--- src/rtl/lc3_ctrl_pkg.sv ---
// Shared encodings for the LC-3 multi-cycle control unit: state codes, opcodes,
// datapath mux selects and the control word driven toward the datapath.
package lc3_ctrl_pkg;

    localparam logic [4:0] ST_IDLE = 5'd0;
    localparam logic [4:0] ST_F1   = 5'd1;
    localparam logic [4:0] ST_F2   = 5'd2;
    localparam logic [4:0] ST_F3   = 5'd3;
    localparam logic [4:0] ST_DEC  = 5'd4;
    localparam logic [4:0] ST_ALU  = 5'd5;
    localparam logic [4:0] ST_BR   = 5'd6;
    localparam logic [4:0] ST_JMP  = 5'd7;
    localparam logic [4:0] ST_LEA  = 5'd8;
    localparam logic [4:0] ST_LDA  = 5'd9;
    localparam logic [4:0] ST_RD   = 5'd10;
    localparam logic [4:0] ST_WB   = 5'd11;
    localparam logic [4:0] ST_STA  = 5'd12;
    localparam logic [4:0] ST_SMDR = 5'd13;
    localparam logic [4:0] ST_WR   = 5'd14;
    localparam logic [4:0] ST_HALT = 5'd15;

    localparam logic [3:0] OP_BR   = 4'b0000;
    localparam logic [3:0] OP_ADD  = 4'b0001;
    localparam logic [3:0] OP_LD   = 4'b0010;
    localparam logic [3:0] OP_ST   = 4'b0011;
    localparam logic [3:0] OP_AND  = 4'b0101;
    localparam logic [3:0] OP_LDR  = 4'b0110;
    localparam logic [3:0] OP_STR  = 4'b0111;
    localparam logic [3:0] OP_NOT  = 4'b1001;
    localparam logic [3:0] OP_JMP  = 4'b1100;
    localparam logic [3:0] OP_LEA  = 4'b1110;
    localparam logic [3:0] OP_TRAP = 4'b1111;

    typedef enum logic [1:0] {
        ALUK_ADD   = 2'b00,
        ALUK_AND   = 2'b01,
        ALUK_NOT   = 2'b10,
        ALUK_PASSA = 2'b11
    } aluk_e;

    typedef enum logic [1:0] {
        PCMUX_INC   = 2'b00,
        PCMUX_BUS   = 2'b01,
        PCMUX_ADDER = 2'b10
    } pcmux_e;

    typedef enum logic [1:0] {
        ADDR2_ZERO  = 2'b00,
        ADDR2_OFF6  = 2'b01,
        ADDR2_OFF9  = 2'b10,
        ADDR2_OFF11 = 2'b11
    } addr2mux_e;

    typedef enum logic [1:0] {
        SR1_IR11 = 2'b00,
        SR1_IR8  = 2'b01,
        SR1_R6   = 2'b10
    } sr1mux_e;

    typedef enum logic [1:0] {
        DR_IR11 = 2'b00,
        DR_R6   = 2'b01,
        DR_R7   = 2'b10
    } drmux_e;

    typedef struct packed {
        logic      ld_mar;
        logic      ld_mdr;
        logic      ld_ir;
        logic      ld_pc;
        logic      ld_reg;
        logic      ld_cc;
        logic      gate_pc;
        logic      gate_mdr;
        logic      gate_alu;
        logic      gate_marmux;
        pcmux_e    pcmux;
        logic      addr1mux;
        addr2mux_e addr2mux;
        logic      marmux;
        sr1mux_e   sr1mux;
        drmux_e    drmux;
        aluk_e     aluk;
        logic      mio_en;
        logic      r_w;
        logic      halted;
    } ctrl_t;

    // LDR/STR form their address from a base register rather than the PC.
    function automatic logic is_base_mode(input logic [3:0] op);
        return (op == OP_LDR) || (op == OP_STR);
    endfunction

endpackage

--- src/rtl/lc3_ctrl_decode.sv ---
// Combinational control-word decode: maps the current state plus IR/NZP onto
// every load enable, bus gate, mux select and memory strobe.
module lc3_ctrl_decode
    import lc3_ctrl_pkg::*;
(
    input  logic [4:0]  state_i,
    input  logic [15:0] ir_i,
    input  logic [2:0]  nzp_i,
    output ctrl_t       ctrl_o
);

    logic [3:0] op;
    logic       ben;
    logic       unused_ir;

    assign op        = ir_i[15:12];
    assign ben       = |(ir_i[11:9] & nzp_i);
    assign unused_ir = ^ir_i[8:0];

    always_comb begin
        ctrl_o = '0;
        case (state_i)
            ST_F1: begin
                ctrl_o.gate_pc = 1'b1;
                ctrl_o.ld_mar  = 1'b1;
                ctrl_o.ld_pc   = 1'b1;
                ctrl_o.pcmux   = PCMUX_INC;
            end
            ST_F2, ST_RD: begin
                ctrl_o.mio_en = 1'b1;
                ctrl_o.r_w    = 1'b0;
                ctrl_o.ld_mdr = 1'b1;
            end
            ST_F3: begin
                ctrl_o.gate_mdr = 1'b1;
                ctrl_o.ld_ir    = 1'b1;
            end
            ST_ALU: begin
                ctrl_o.sr1mux   = SR1_IR8;
                ctrl_o.drmux    = DR_IR11;
                ctrl_o.gate_alu = 1'b1;
                ctrl_o.ld_reg   = 1'b1;
                ctrl_o.ld_cc    = 1'b1;
                case (op)
                    OP_AND:  ctrl_o.aluk = ALUK_AND;
                    OP_NOT:  ctrl_o.aluk = ALUK_NOT;
                    default: ctrl_o.aluk = ALUK_ADD;
                endcase
            end
            ST_BR: begin
                if (ben) begin
                    ctrl_o.pcmux    = PCMUX_ADDER;
                    ctrl_o.addr1mux = 1'b0;
                    ctrl_o.addr2mux = ADDR2_OFF9;
                    ctrl_o.ld_pc    = 1'b1;
                end
            end
            ST_JMP: begin
                ctrl_o.sr1mux   = SR1_IR8;
                ctrl_o.addr1mux = 1'b1;
                ctrl_o.addr2mux = ADDR2_ZERO;
                ctrl_o.pcmux    = PCMUX_ADDER;
                ctrl_o.ld_pc    = 1'b1;
            end
            ST_LEA: begin
                ctrl_o.addr1mux    = 1'b0;
                ctrl_o.addr2mux    = ADDR2_OFF9;
                ctrl_o.marmux      = 1'b1;
                ctrl_o.gate_marmux = 1'b1;
                ctrl_o.drmux       = DR_IR11;
                ctrl_o.ld_reg      = 1'b1;
            end
            ST_LDA, ST_STA: begin
                ctrl_o.marmux      = 1'b1;
                ctrl_o.gate_marmux = 1'b1;
                ctrl_o.ld_mar      = 1'b1;
                if (is_base_mode(op)) begin
                    ctrl_o.sr1mux   = SR1_IR8;
                    ctrl_o.addr1mux = 1'b1;
                    ctrl_o.addr2mux = ADDR2_OFF6;
                end else begin
                    ctrl_o.addr1mux = 1'b0;
                    ctrl_o.addr2mux = ADDR2_OFF9;
                end
            end
            ST_WB: begin
                ctrl_o.gate_mdr = 1'b1;
                ctrl_o.drmux    = DR_IR11;
                ctrl_o.ld_reg   = 1'b1;
                ctrl_o.ld_cc    = 1'b1;
            end
            // Store data travels SR (IR[11:9]) -> ALU pass-through -> MDR.
            ST_SMDR: begin
                ctrl_o.sr1mux   = SR1_IR11;
                ctrl_o.aluk     = ALUK_PASSA;
                ctrl_o.gate_alu = 1'b1;
                ctrl_o.ld_mdr   = 1'b1;
            end
            ST_WR: begin
                ctrl_o.mio_en = 1'b1;
                ctrl_o.r_w    = 1'b1;
            end
            ST_HALT: begin
                ctrl_o.halted = 1'b1;
            end
            default: ctrl_o = '0;
        endcase
    end

endmodule

--- src/rtl/lc3_control_unit.sv ---
// LC-3 multi-cycle control unit: state register, next-state sequencing with
// ready-handshaked memory phases, and the retired-instruction counter.
module lc3_control_unit
    import lc3_ctrl_pkg::*;
#(
    parameter int CNT_W = 16
) (
    input  logic             i_CLK,
    input  logic             i_RST_N,
    input  logic             i_RUN,
    input  logic [15:0]      i_IR,
    input  logic [2:0]       i_NZP,
    input  logic             i_MEM_R,
    output logic             o_LD_MAR,
    output logic             o_LD_MDR,
    output logic             o_LD_IR,
    output logic             o_LD_PC,
    output logic             o_LD_REG,
    output logic             o_LD_CC,
    output logic             o_GATE_PC,
    output logic             o_GATE_MDR,
    output logic             o_GATE_ALU,
    output logic             o_GATE_MARMUX,
    output logic [1:0]       o_PCMUX,
    output logic             o_ADDR1MUX,
    output logic [1:0]       o_ADDR2MUX,
    output logic             o_MARMUX,
    output logic [1:0]       o_SR1MUX,
    output logic [1:0]       o_DRMUX,
    output logic [1:0]       o_ALUK,
    output logic             o_MIO_EN,
    output logic             o_R_W,
    output logic             o_HALTED,
    output logic [4:0]       o_STATE,
    output logic [CNT_W-1:0] o_INSTR_CNT
);

    logic [4:0]       state_q, state_d;
    logic [CNT_W-1:0] cnt_q, cnt_d;
    logic             retire;
    ctrl_t            ctrl;

    always_comb begin
        state_d = state_q;
        retire  = 1'b0;
        case (state_q)
            ST_IDLE: if (i_RUN) state_d = ST_F1;
            ST_F1:   state_d = ST_F2;
            ST_F2:   if (i_MEM_R) state_d = ST_F3;
            ST_F3:   state_d = ST_DEC;
            ST_DEC: begin
                case (i_IR[15:12])
                    OP_ADD, OP_AND, OP_NOT: state_d = ST_ALU;
                    OP_BR:                  state_d = ST_BR;
                    OP_JMP:                 state_d = ST_JMP;
                    OP_LEA:                 state_d = ST_LEA;
                    OP_LD, OP_LDR:          state_d = ST_LDA;
                    OP_ST, OP_STR:          state_d = ST_STA;
                    default:                state_d = ST_HALT;
                endcase
            end
            ST_ALU, ST_BR, ST_JMP, ST_LEA, ST_WB: begin
                state_d = ST_F1;
                retire  = 1'b1;
            end
            ST_LDA:  state_d = ST_RD;
            ST_RD:   if (i_MEM_R) state_d = ST_WB;
            ST_STA:  state_d = ST_SMDR;
            ST_SMDR: state_d = ST_WR;
            ST_WR: begin
                if (i_MEM_R) begin
                    state_d = ST_F1;
                    retire  = 1'b1;
                end
            end
            ST_HALT: state_d = ST_HALT;
            default: state_d = ST_IDLE;
        endcase
    end

    assign cnt_d = retire ? cnt_q + CNT_W'(1) : cnt_q;

    always_ff @(posedge i_CLK or negedge i_RST_N) begin
        if (!i_RST_N) begin
            state_q <= ST_IDLE;
            cnt_q   <= '0;
        end else begin
            state_q <= state_d;
            cnt_q   <= cnt_d;
        end
    end

    lc3_ctrl_decode u_decode (
        .state_i (state_q),
        .ir_i    (i_IR),
        .nzp_i   (i_NZP),
        .ctrl_o  (ctrl)
    );

    assign o_LD_MAR      = ctrl.ld_mar;
    assign o_LD_MDR      = ctrl.ld_mdr;
    assign o_LD_IR       = ctrl.ld_ir;
    assign o_LD_PC       = ctrl.ld_pc;
    assign o_LD_REG      = ctrl.ld_reg;
    assign o_LD_CC       = ctrl.ld_cc;
    assign o_GATE_PC     = ctrl.gate_pc;
    assign o_GATE_MDR    = ctrl.gate_mdr;
    assign o_GATE_ALU    = ctrl.gate_alu;
    assign o_GATE_MARMUX = ctrl.gate_marmux;
    assign o_PCMUX       = ctrl.pcmux;
    assign o_ADDR1MUX    = ctrl.addr1mux;
    assign o_ADDR2MUX    = ctrl.addr2mux;
    assign o_MARMUX      = ctrl.marmux;
    assign o_SR1MUX      = ctrl.sr1mux;
    assign o_DRMUX       = ctrl.drmux;
    assign o_ALUK        = ctrl.aluk;
    assign o_MIO_EN      = ctrl.mio_en;
    assign o_R_W         = ctrl.r_w;
    assign o_HALTED      = ctrl.halted;
    assign o_STATE       = state_q;
    assign o_INSTR_CNT   = cnt_q;

endmodule
--- config.mk ---
export PLATFORM = sky130hd
export DESIGN_NAME = lc3_control_unit
export DESIGN_NICKNAME = d
export VERILOG_FILES = /design/src/rtl/lc3_ctrl_pkg.sv /design/src/rtl/lc3_ctrl_decode.sv /design/src/rtl/lc3_control_unit.sv
export SDC_FILE = /design/constraint.sdc
export NUM_CORES = 1
export LEC_CHECK = 0
export CAP_MARGIN = 30
export CORE_MARGIN = 4
export CORE_UTILIZATION = 30
export CTS_CLUSTER_DIAMETER = 150
export DETAILED_ROUTE_END_ITERATION = 7
export SKIP_LAST_GASP = 1
export SLEW_MARGIN = 20
export SYNTH_ARGS = -nofsm -noshare
export SYNTH_HDL_FRONTEND = slang
export SYNTH_SLANG_ARGS = --single-unit
export TNS_END_PERCENT = 1
--- constraint.sdc ---
create_clock -name i_CLK -period 2.8 [get_ports i_CLK]
set_clock_uncertainty 0.1 [all_clocks]
set_input_delay 0.56 -clock i_CLK [delete_from_list [all_inputs] [get_ports i_CLK]]
set_output_delay 0.56 -clock i_CLK [all_outputs]
set_load 0.1 [all_outputs]
# After elaboration in Yosys (flattened, before gate mapping)
# Memory sizes are Yosys's and may differ from the RTL's.
# Index checks and enable logic that the tools add are counted.
# Widths: inputs -> output; s select.
[totals] register_bits=21 latchBits=0 ram_bits=0 rom_bits=64 in_bits=23 out_inout_bits=46 mem_count=1
[memory_table] name="(no name shown)" depth=16 width=4 rd=1 rd_clocked_by_memory_dff=0 wr=0 line="lc3_control_unit.sv:52" rtl="case (i_IR[15:12])"
[classes] addsub=1 mul=0 n_div=0 n_lt_le_gt_ge=0 n_eq_ne=23 shifts=0 n_mux=28 bitwise=1 reduce_logical=16
[ops] operator="$pmux 5 s12" count=1
[ops] operator="$eq 5x4->1 const B" count=8
[ops] operator="$mux 5" count=5
[ops] operator="$eq 5x3->1 const B" count=4
[ops] operator="$pmux 2 s2" count=5
[ops] operator="$add 16x1->16 const B" count=1
[ops] operator="$reduce_or 3->1" count=5
[ops] operator="$reduce_or 2->1" count=7
[ops] operator="$mux 1" count=13
[ops] operator="$eq 4x3->1 const B" count=3
[ops] operator="$pmux 3 s4" count=1
[ops] operator="$eq 5x2->1 const B" count=2
[ops] operator="$ne 2x2->1 const B" count=4
[ops] operator="$eq 5x1->1 const B" count=1
[ops] operator="$logic_not 5->1" count=1
[ops] operator="$reduce_or 5->1" count=1
[ops] operator="$eq 4x4->1 const B" count=1
[ops] operator="$pmux 1 s2" count=2
[ops] operator="$reduce_and 4->1" count=1
[ops] operator="$and 3x3->3" count=1
[ops] operator="$mux 3" count=1
[ops] operator="$logic_or 1x1->1" count=1

# Longest topological paths before layout
# Gate-level depths: netlist of run 1.
[depth] ltp_word=4 depth_mapped=6 ltp_nobuf=6

# By module
# From an unflattened synthesis of run 1, not the netlist that was laid out.
[unflattened] hier_cells=194 area_unflattened_um2=1662.8
[modules_own_cells] mod="lc3_control_unit" n_inst=1 cells_each=129 area_each_um2=1261.2
[modules_own_cells] mod="lc3_ctrl_decode" n_inst=1 cells_each=65 area_each_um2=401.6

# Worst setup path before layout of run 1
# Ideal clock, no wire load.
[synth_timing] path_type="register to output" from="reg state_q[2] (netlist: o_STATE[2])" to="out o_ADDR2MUX[1]" arrival_ps=3726 required_time_ps=2140 setup_slack_ps=-1586 path_stages_with_launch=4 path_buffers=1 cell_sequence="dfrtp_1 > buf_2 > nand2b_1 > o32ai_1"
[synth_between] elab_chain_cells=3
[synth_lines] item="start: declaration" line="lc3_control_unit.sv:38" rtl="logic [4:0] state_q, state_d;"
[synth_lines] item="start signal: assignment" line="lc3_control_unit.sv:88" rtl="state_q <= state_d;"
[synth_lines] item="$eq 5x4->1" line="lc3_ctrl_decode.sv:22" rtl="case (state_i)"
[synth_lines] item="$reduce_or 2->1"
[synth_lines] item="$pmux 3 s4 (*)" line="lc3_ctrl_decode.sv:22"
[synth_lines] item="end: declaration" line="lc3_control_unit.sv:26" rtl="output logic [1:0] o_ADDR2MUX,"
# Every way passes the cells marked *; elsewhere a longest branch is shown, timed or not.

# Worst setup path in the final report of run 1
[layout_timing] from="in i_IR[15]" to="out o_ADDR2MUX[1]"
[layout_between] elab_chain_cells=4
[layout_lines] item="start: declaration" line="lc3_control_unit.sv:11" rtl="input logic [15:0] i_IR,"
[layout_lines] item="$eq 4x3->1" line="lc3_ctrl_pkg.sv:91" rtl="return (op == OP_LDR) || (op == OP_STR);"
[layout_lines] item="$logic_or 1x1->1 (*)" line="lc3_ctrl_pkg.sv:91"
[layout_lines] item="$mux 3 (*)" line="lc3_ctrl_decode.sv:77" rtl="if (is_base_mode(op)) begin"
[layout_lines] item="$pmux 3 s4 (*)" line="lc3_ctrl_decode.sv:22"
# Marks and branches as above.

==> results of run 1 <==
==> metrics by stage <==
step	cells	TNS [ns]	hold WS, ns	setup WS, ns
2_1_floorplan	200	-0.05283	0.1644	-0.05183
3_3_place_gp	316	-0.1871	0.3588	-0.1655
3_5_place_dp	316	-0.2261	0.3736	-0.1739
4_1_cts	320	-0.04272	0.3855	-0.02167
5_1_grt	322	0	0.4057	0.02081
6_report	322	0	0.3864	0.07278
==> final timing paths <==
kind | cells after the start | startpoint | slack (ns) | end
setup reg to reg | 4 | o_STATE[3]$_DFFE_PN0P_ | 0.56 | o_INSTR_CNT[1]$_DFFE_PN0P_
setup / recovery | 7 | i_IR[15] | 0.07 | o_ADDR2MUX[1]
hold / removal | 1 | o_INSTR_CNT[15]$_DFFE_PN0P_ | 0.39 | o_INSTR_CNT[15]$_DFFE_PN0P_
min in group asynchronous | 2 | i_RST_N | 0.54 | o_STATE[3]$_DFFE_PN0P_
max in group asynchronous | 2 | i_RST_N | 1.82 | o_STATE[1]$_DFFE_PN0P_
hold reg to reg | 1 | o_INSTR_CNT[15]$_DFFE_PN0P_ | 0.39 | o_INSTR_CNT[15]$_DFFE_PN0P_
==> cell type report <==
cell class,instances,area [um2],share of cell area [%]
well taps,70,87.58,3.230
multi-input cells,153,1222,45.09
clock buffers,3,41.29,1.523
clock inverters,1,30.03,1.108
inverters,8,30.03,1.108
flip-flops and latches,20,513.0,18.92
repair buffers,67,787.0,29.03
==> layer usage <==
metal  share of wire, %  wire length (um)
met5                  0                 0
met4                1.0                49
met3                8.1               384
met2                 45              2152
met1                 45              2148
==> synthesized netlist by cell type, types with 2 or more instances <==
cell type | number | area [um2]
sky130_fd_sc_hd__nand2_1 | 11 | 41.29
sky130_fd_sc_hd__a211oi_2 | 3 | 37.54
sky130_fd_sc_hd__a32oi_1 | 2 | 17.52
sky130_fd_sc_hd__and2_1 | 2 | 12.51
sky130_fd_sc_hd__o31ai_1 | 2 | 15.01
sky130_fd_sc_hd__a32o_1 | 2 | 20.02
sky130_fd_sc_hd__buf_1 | 2 | 7.510
sky130_fd_sc_hd__nor3_1 | 8 | 40.04
sky130_fd_sc_hd__mux2_2 | 3 | 33.78
sky130_fd_sc_hd__nand2b_1 | 11 | 68.82
sky130_fd_sc_hd__a31oi_1 | 2 | 12.51
sky130_fd_sc_hd__nor2b_1 | 2 | 12.51
sky130_fd_sc_hd__nor2_1 | 12 | 45.04
sky130_fd_sc_hd__nand3_1 | 7 | 35.03
sky130_fd_sc_hd__o22ai_1 | 2 | 12.51
sky130_fd_sc_hd__clkbuf_1 | 7 | 26.28
sky130_fd_sc_hd__o21a_1 | 2 | 15.01
sky130_fd_sc_hd__a21oi_1 | 17 | 85.08
sky130_fd_sc_hd__dfrtp_1 | 20 | 500.5
sky130_fd_sc_hd__xor2_1 | 15 | 131.4
sky130_fd_sc_hd__mux2i_1 | 2 | 20.02
sky130_fd_sc_hd__o211ai_1 | 2 | 15.01
sky130_fd_sc_hd__ha_1 | 6 | 75.07
sky130_fd_sc_hd__a211oi_1 | 4 | 30.03
sky130_fd_sc_hd__buf_4 | 6 | 45.04
sky130_fd_sc_hd__o21ai_0 | 3 | 15.01
sky130_fd_sc_hd__buf_2 | 3 | 15.01
sky130_fd_sc_hd__inv_1 | 8 | 30.03
sky130_fd_sc_hd__nand4_1 | 5 | 31.28
sky130_fd_sc_hd__and4_1 | 2 | 17.52
==> cells by family (layout without fill, tap and decap cells) <==
kind of cell | Yosys count | after routing
compound gates | 52 | 52
xor+xnor | 16 | 16
fa+ha+maj | 7 | 7
buf+inv | 27 | 79
flops | 20 | 20
mux | 5 | 5
other cells | 1 | 5
simple gates | 68 | 68
==> state kept, by name, indices dropped and copies added, names as in the netlist <==
| name | count |
|---|---|
| o_STATE | 4 |
| o_INSTR_CNT | 16 |
==> timing repair <==
action / in CTS / in global routing
resized for setup: 3 / 6
pin swaps: 3 / 3
setup endpoints to repair: 3 / 4
buffers inserted: 0 / 2
endpoints found under the hold margin: 0 / 0
==> impl_table.tex, run 1 <==
\begin{tabular}{lr}
\hline
Metric & Value \\
\hline
\multicolumn{2}{l}{\textbf{Synthesis}} \\
\quad Xor/xnor cell area share of the yosys netlist & under 10\% \\
\quad Average cell area after synthesis & 8.573 um2 \\
\quad Largest family of logic cells by synthesized area & compound AO/OA/AOI/OAI gates \\
\quad Mapped cell area & around 1700 um2 \\
\quad Post-synthesis share of cell area spent on full adders, half adders and majority gates & 5.063\% \\
\quad Post-Synth Simple-Gate Area & 21.52\% \\
\quad Count of warnings emitted by yosys & 0 \\
\quad Part of the Yosys area used for sequential elements & 29.78\% \\
\quad Synth Flop Type & sky130\_fd\_sc\_hd\_\_dfrtp\_1 \\
\quad Post-synth ARST share & 100.0\% \\
\quad Synth Instances & 196 \\
\quad Post-synthesis cell type count & 53 \\
\quad \#FFs+latches synth & 20 \\
\quad Mux contribution to synthesized area & between 3 and 4\% \\
\quad Count of flip-flops with a built-in enable after synthesis & 0 \\
\quad Compound-Gate Fraction of Synth Area & a little under a quarter \\
\multicolumn{2}{l}{\textbf{Detailed routing}} \\
\quad Drt wl/cell & 14.70 um \\
\quad Via count & 1,627 \\
\quad Iteration-0 DRC count of the detailed router & 54 \\
\quad Final routed wirelength across all metal layers & around 4700 um \\
\quad Post-detailed-route count of antenna-violating nets & 0 \\
\quad Detailed-router iteration count before antenna repair & 4 \\
\quad Post-detailed-route DRC marker count & 0 \\
\quad Drt via density & between 5 and 6 \\
\multicolumn{2}{l}{\textbf{Place}} \\
\quad Placed wire-length estimate after detailed placement & approximately 3600 um \\
\quad Weighted congestion reported at the end of routability-driven placement & between 0.8 and 0.9 \\
\quad Buffers added on ports & 54 \\
\quad Area after detailed placement & between 2000 and 3000 um2 \\
\multicolumn{2}{l}{\textbf{Timing}} \\
\quad Unrepaired setup endpoints after global routing & no \\
\quad Headroom to the max-slew limit & between 50\% and 60\% \\
\quad Slew at the pin closest to its max-slew limit & roughly 0.7 ns \\
\quad Time the final worst path needs with I/O delays and setup & $\sim$2.7 ns \\
\quad Final period util & between 90\% and 100\% \\
\quad Final setup fails & 0 \\
\quad Hold violation total from the final report & 0 \\
\quad Max-slew violation count & 0 \\
\quad Max Fclk & approximately 370 MHz \\
\multicolumn{2}{l}{\textbf{Setup path}} \\
\quad Kind of end point of the critical path & output pin \\
\quad Number of buffer and inverter stages on the critical path & 3 \\
\quad Crit path arrival time & slightly above 2 ns \\
\quad CP top delay family & buffers and inverters \\
\quad Largest driver fanout on the critical path & 3 \\
\quad Critical path startpoint category & input pin \\
\quad Worst setup path category & in2out \\
\quad Critical path's slowest cell & sky130\_fd\_sc\_hd\_\_clkdlybuf4s50\_1 \\
\quad Data required, critical path & between 2 and 2.5 ns \\
\quad Critical path's largest stage delay & between 0.5 and 0.6 ns \\
\quad CP cell instances & clkdlybuf4s50\_1, nor2b\_4, buf\_4, o21a\_1, maj3\_2, o32ai\_4, buf\_12 \\
\multicolumn{2}{l}{\textbf{CTS}} \\
\quad Cell chosen for the clock root & sky130\_fd\_sc\_hd\_\_clkbuf\_8 \\
\quad CTS clock-pin slew for the worst setup and hold paths & about 0.080 ns \\
\quad Cts bufs inserted & 3 \\
\quad Clock Path Buffers & 2 \\
\quad Later-pin clock latency in the skew report & roughly 0.26 ns \\
\quad Clock tree from TritonCTS & done \\
\quad Number of buffers inserted for hold repair after clock tree synthesis & 0 \\
\quad Number of H-tree branching levels & 1 \\
\quad Count of clock tree sinks & 20 \\
\multicolumn{2}{l}{\textbf{Die}} \\
\quad Die boundary width & around 83 um \\
\quad Standard cell core area & 5270 um2 \\
\quad Row count & 26 \\
\quad Die outline height & slightly above 80 um \\
\quad I/O pin cnt & 69 \\
\quad Die area & slightly below 7000 um2 \\
\quad Initial core utilization & 31.89\% \\
\multicolumn{2}{l}{\textbf{GRT}} \\
\quad Busiest layer in global routing & met2 \\
\quad Gr ovfl total & 0 \\
\quad GR Util met1 & a little under a fifth \\
\quad Largest net degree at the start of global routing & 25 \\
\quad Met2 Usage GRT & 20.99\% \\
\quad Antenna violations before repair & 0 \\
\quad Met3 GRT Util & approximately 4.8\% \\
\quad Global-route wire length before repair & 8024 um \\
\quad Total track usage & between 10\% and 20\% \\
\quad Via count of the first global-routing pass & between 1,500 and 2,000 \\
\multicolumn{2}{l}{\textbf{Final layout}} \\
\quad Fin util & a little over 50\% \\
\quad Fill count & between 400 and 500 \\
\quad Final nets & 282 \\
\quad Most frequent cells in the layout & sky130\_fd\_sc\_hd\_\_buf\_4, sky130\_fd\_sc\_hd\_\_buf\_12, sky130\_fd\_sc\_hd\_\_dfrtp\_1, sky130\_fd\_sc\_hd\_\_a21oi\_1, sky130\_fd\_sc\_hd\_\_xor2\_1 \\
\quad Final Instance Area & 2711 um2 \\
\quad Final antenna diode count & 0 \\
\quad Most common cell after layout, fill and taps aside & sky130\_fd\_sc\_hd\_\_buf\_4 \\
\quad Layout cells sized above 1 & roughly two fifths \\
\quad Area growth from synthesis to final layout & 61.36\% \\
\multicolumn{2}{l}{\textbf{Min path}} \\
\quad Worst hold path type & reg2reg \\
\multicolumn{2}{l}{\textbf{Job}} \\
\quad Max-cap violations & 0 \\
\multicolumn{2}{l}{\textbf{Outcome}} \\
\quad Status & finished clean \\
\hline
\end{tabular}
Power of run 1 is left out: the tool's default activity adds up to more than one toggle a clock period on the data nets, which glitch-free logic cannot reach.
==> run 2, diff against run 1 <==
Settings changed: HOLD_SLACK_MARGIN from default to 0.08.
==> results of run 2 <==
No change in the layout: final DEF, timing and power equal those of run 1.
Power of run 2 is left out for the same reason.
==> run 3, diff against run 2 <==
Settings changed: CORE_MARGIN 4 to 2.
==> run 3 against run 2 <==
Non-clock buffer count increased by 2. Fmax increased by 0.77%. Sequential share of layout area about the same. Setup slack improved by 0.021 ns. Global-route usage increased by 2.2 points. Design area about the same.
==> impl_table.tex, run 3 (synthesis gave the netlist of run 1 again) <==
\begin{tabular}{lr}
\hline
Metric & Value \\
\hline
\multicolumn{2}{l}{\textbf{Timing}} \\
\quad Slew at the pin closest to its max-slew limit & 0.6196 ns (-0.09494 ns) \\
\quad Final setup fails & 0 (unchanged) \\
\quad Headroom to the max-slew limit & 58.57\% (+6.2 points) \\
\quad Final period util & 96.66\% (-0.75 points) \\
\quad Max Fclk & 369.5 MHz (+0.77\%) \\
\quad Unrepaired setup endpoints after global routing & no \\
\quad Time the final worst path needs with I/O delays and setup & 2.706 ns (-0.02087 ns) \\
\quad Setup Total Neg Slack & 0 ns (unchanged) \\
\quad Hold violation total from the final report & 0 (unchanged) \\
\quad Max-slew violation count & 0 (unchanged) \\
\quad Worst Hold Margin & 0.3695 ns (-0.01684 ns) \\
\quad Post-route worst setup slack & 0.09365 ns (+0.02087 ns) \\
\multicolumn{2}{l}{\textbf{CTS}} \\
\quad Cell chosen for the clock root & sky130\_fd\_sc\_hd\_\_clkbuf\_8 \\
\quad Cts bufs inserted & 3 (unchanged) \\
\quad Count of clock tree sinks & 20 (unchanged) \\
\quad Number of H-tree branching levels & 1 (unchanged) \\
\quad Clock Path Buffers & 2 (unchanged) \\
\quad Clock tree from TritonCTS & done \\
\quad Number of buffers inserted for hold repair after clock tree synthesis & 0 (unchanged) \\
\quad Later-pin clock latency in the skew report & 0.26 ns (about the same) \\
\quad CTS clock-pin slew for the worst setup and hold paths & 0.07 ns (about the same) \\
\multicolumn{2}{l}{\textbf{Die}} \\
\quad Initial core utilization & 30.70\% (-1.2 points) \\
\quad Standard cell core area & 5473 um2 (+3.8\%) \\
\quad Die outline height & 78.84 um (-4.8\%) \\
\quad Die area & 6216 um2 (-9.4\%) \\
\quad Row count & 27 (+3.8\%) \\
\quad I/O pin cnt & 69 (unchanged) \\
\quad Die boundary width & 78.84 um (-4.8\%) \\
\multicolumn{2}{l}{\textbf{Detailed routing}} \\
\quad Drt via density & 5.178 (+2.5\%) \\
\quad Post-detailed-route count of antenna-violating nets & 0 (unchanged) \\
\quad Drt wl/cell & 14.63 um (-0.52\%) \\
\quad Detailed-router iteration count before antenna repair & 4 (unchanged) \\
\quad Via count & 1,688 (+3.7\%) \\
\quad Post-detailed-route DRC marker count & 0 (unchanged) \\
\quad Final routed wirelength across all metal layers & 4769 um (+0.72\%) \\
\quad Iteration-0 DRC count of the detailed router & 82 (+52\%) \\
\multicolumn{2}{l}{\textbf{Final layout}} \\
\quad Area growth from synthesis to final layout & 61.43\% (about the same) \\
\quad Final nets & 284 (+0.71\%) \\
\quad Most frequent cells in the layout & sky130\_fd\_sc\_hd\_\_buf\_4, sky130\_fd\_sc\_hd\_\_buf\_12, sky130\_fd\_sc\_hd\_\_dfrtp\_1, sky130\_fd\_sc\_hd\_\_a21oi\_1, sky130\_fd\_sc\_hd\_\_xor2\_1 \\
\quad Layout cells sized above 1 & 38.58\% (+0.091 points) \\
\quad Most common cell after layout, fill and taps aside & sky130\_fd\_sc\_hd\_\_buf\_4 \\
\quad Number of non-filler instances in the completed layout & 326 (+1.2\%) \\
\quad Max reg flops & 16 (unchanged) \\
\quad Final antenna diode count & 0 (unchanged) \\
\multicolumn{2}{l}{\textbf{Place}} \\
\quad Placed wire-length estimate after detailed placement & 3605 um (+0.81\%) \\
\quad Worst slack, placed & -0.2030 ns (-0.02906 ns) \\
\quad Weighted congestion reported at the end of routability-driven placement & 0.8131 (-1.7\%) \\
\quad Buffers added on ports & 54 (unchanged) \\
\quad Number of placed cells counting well taps & 321 (+1.6\%) \\
\multicolumn{2}{l}{\textbf{GRT}} \\
\quad Total track usage & 15.97\% (+2.2 points) \\
\quad Largest net degree at the start of global routing & 25 (unchanged) \\
\quad Gr ovfl total & 0 (unchanged) \\
\quad Global-route wire length before repair & 8073 um (+0.61\%) \\
\quad Via count of the first global-routing pass & 1,650 (+2.2\%) \\
\quad Antenna violations before repair & 0 (unchanged) \\
\multicolumn{2}{l}{\textbf{Job}} \\
\quad Max-cap violations & 0 (unchanged) \\
\multicolumn{2}{l}{\textbf{Min path}} \\
\quad Worst hold path type & reg2reg \\
\quad Worst min-delay path startpoint & o\_INSTR\_CNT[15]\$\_DFFE\_PN0P\_ \\
\quad Min-Delay Path Depth & 1 (unchanged) \\
\quad Terminating pin of the worst hold path & o\_INSTR\_CNT[15]\$\_DFFE\_PN0P\_ \\
\multicolumn{2}{l}{\textbf{Setup path}} \\
\quad Worst setup path category & in2out \\
\quad Reg2Reg Launch Point & o\_STATE[3]\$\_DFFE\_PN0P\_ \\
\quad Critical path's largest stage delay & 0.48 ns (-0.05 ns) \\
\quad Path depth of the worst reg2reg path & 5 (+1) \\
\quad Largest driver fanout on the critical path & 3 (unchanged) \\
\quad Data required, critical path & 2.14 ns (about the same) \\
\quad Setup slack of the worst register-to-register path & 0.60 ns (+0.04 ns) \\
\quad Critical path startpoint category & input pin \\
\quad Number of buffer and inverter stages on the critical path & 3 (unchanged) \\
\quad CP cell instances & clkdlybuf4s50\_1, nor2b\_4, o21ai\_0, buf\_4, o31ai\_2, a32o\_2, buf\_12 \\
\quad CP top delay family & buffers and inverters \\
\quad Crit path arrival time & 2.05 ns (-0.02 ns) \\
\quad Kind of end point of the critical path & output pin \\
\quad Endpoint of the worst-slack reg-to-reg timing path & o\_INSTR\_CNT[1]\$\_DFFE\_PN0P\_ \\
\quad Critical path's slowest cell & sky130\_fd\_sc\_hd\_\_clkdlybuf4s50\_1 \\
\multicolumn{2}{l}{\textbf{Outcome}} \\
\quad Status & finished clean \\
\hline
\end{tabular}
run 3: cell count changes in the layout (fill, tap and decap cells not counted), sizes merged:
cell,before,now
buf,54,56
clkbuf,3,4
bufinv,1,0
run 3: worst max path at each step:
stage,cells after the start,startpoint,slack (ns),endpoint
2_1_floorplan,4,o_STATE[0]$_DFFE_PN0P_,-0.05,o_LD_IR
3_3_place_gp,7,i_IR[12],-0.19,o_ADDR2MUX[1]
5_1_grt,7,i_IR[14],0.01,o_SR1MUX[0]
6_report,7,i_IR[14],0.09,o_SR1MUX[0]
4_1_cts,7,i_IR[14],-0.007,o_SR1MUX[0]
3_5_place_dp,7,i_IR[12],-0.20,o_ADDR2MUX[1]
run 3: layout make-up:
class / instances / area (um2)
Fill cell: 527 / 2760
Multi-Input combinational cell: 153 / 1232
Timing Repair Buffer: 69 / 802.0
Sequential cell: 20 / 513.0
Tap cell: 72 / 90.09
Clock buffer: 4 / 45.04
Inverter: 8 / 30.03
run 3: timing repair:
item / 4_1_cts / 5_1_grt
setup endpoints to repair: 4 / 4
pin swaps: 5 / 1
resized for setup: 6 / 4
buffers inserted: 1 / 0
run 3: per-stage QoR:
step	utilization (%)	instance area, um2
after floorplan	-	1851
after global routing	49.57	2713
after CTS	49.20	2693
after detailed placement	47.97	2625
after global placement	47.97	2625
final	49.57	2713
run 3: per-layer routing:
metal	vias to the layer above	share of wire (%)	GRT usage (%)	wire, um
li1	812	-	-	-
met1	817	43	20.82	2070
met2	52	49	27.01	2338
met3	7	6.2	3.295	297
met4	0	1.3	4.138	63
met5	-	0	0	0
Power of run 3 is left out for the same reason.
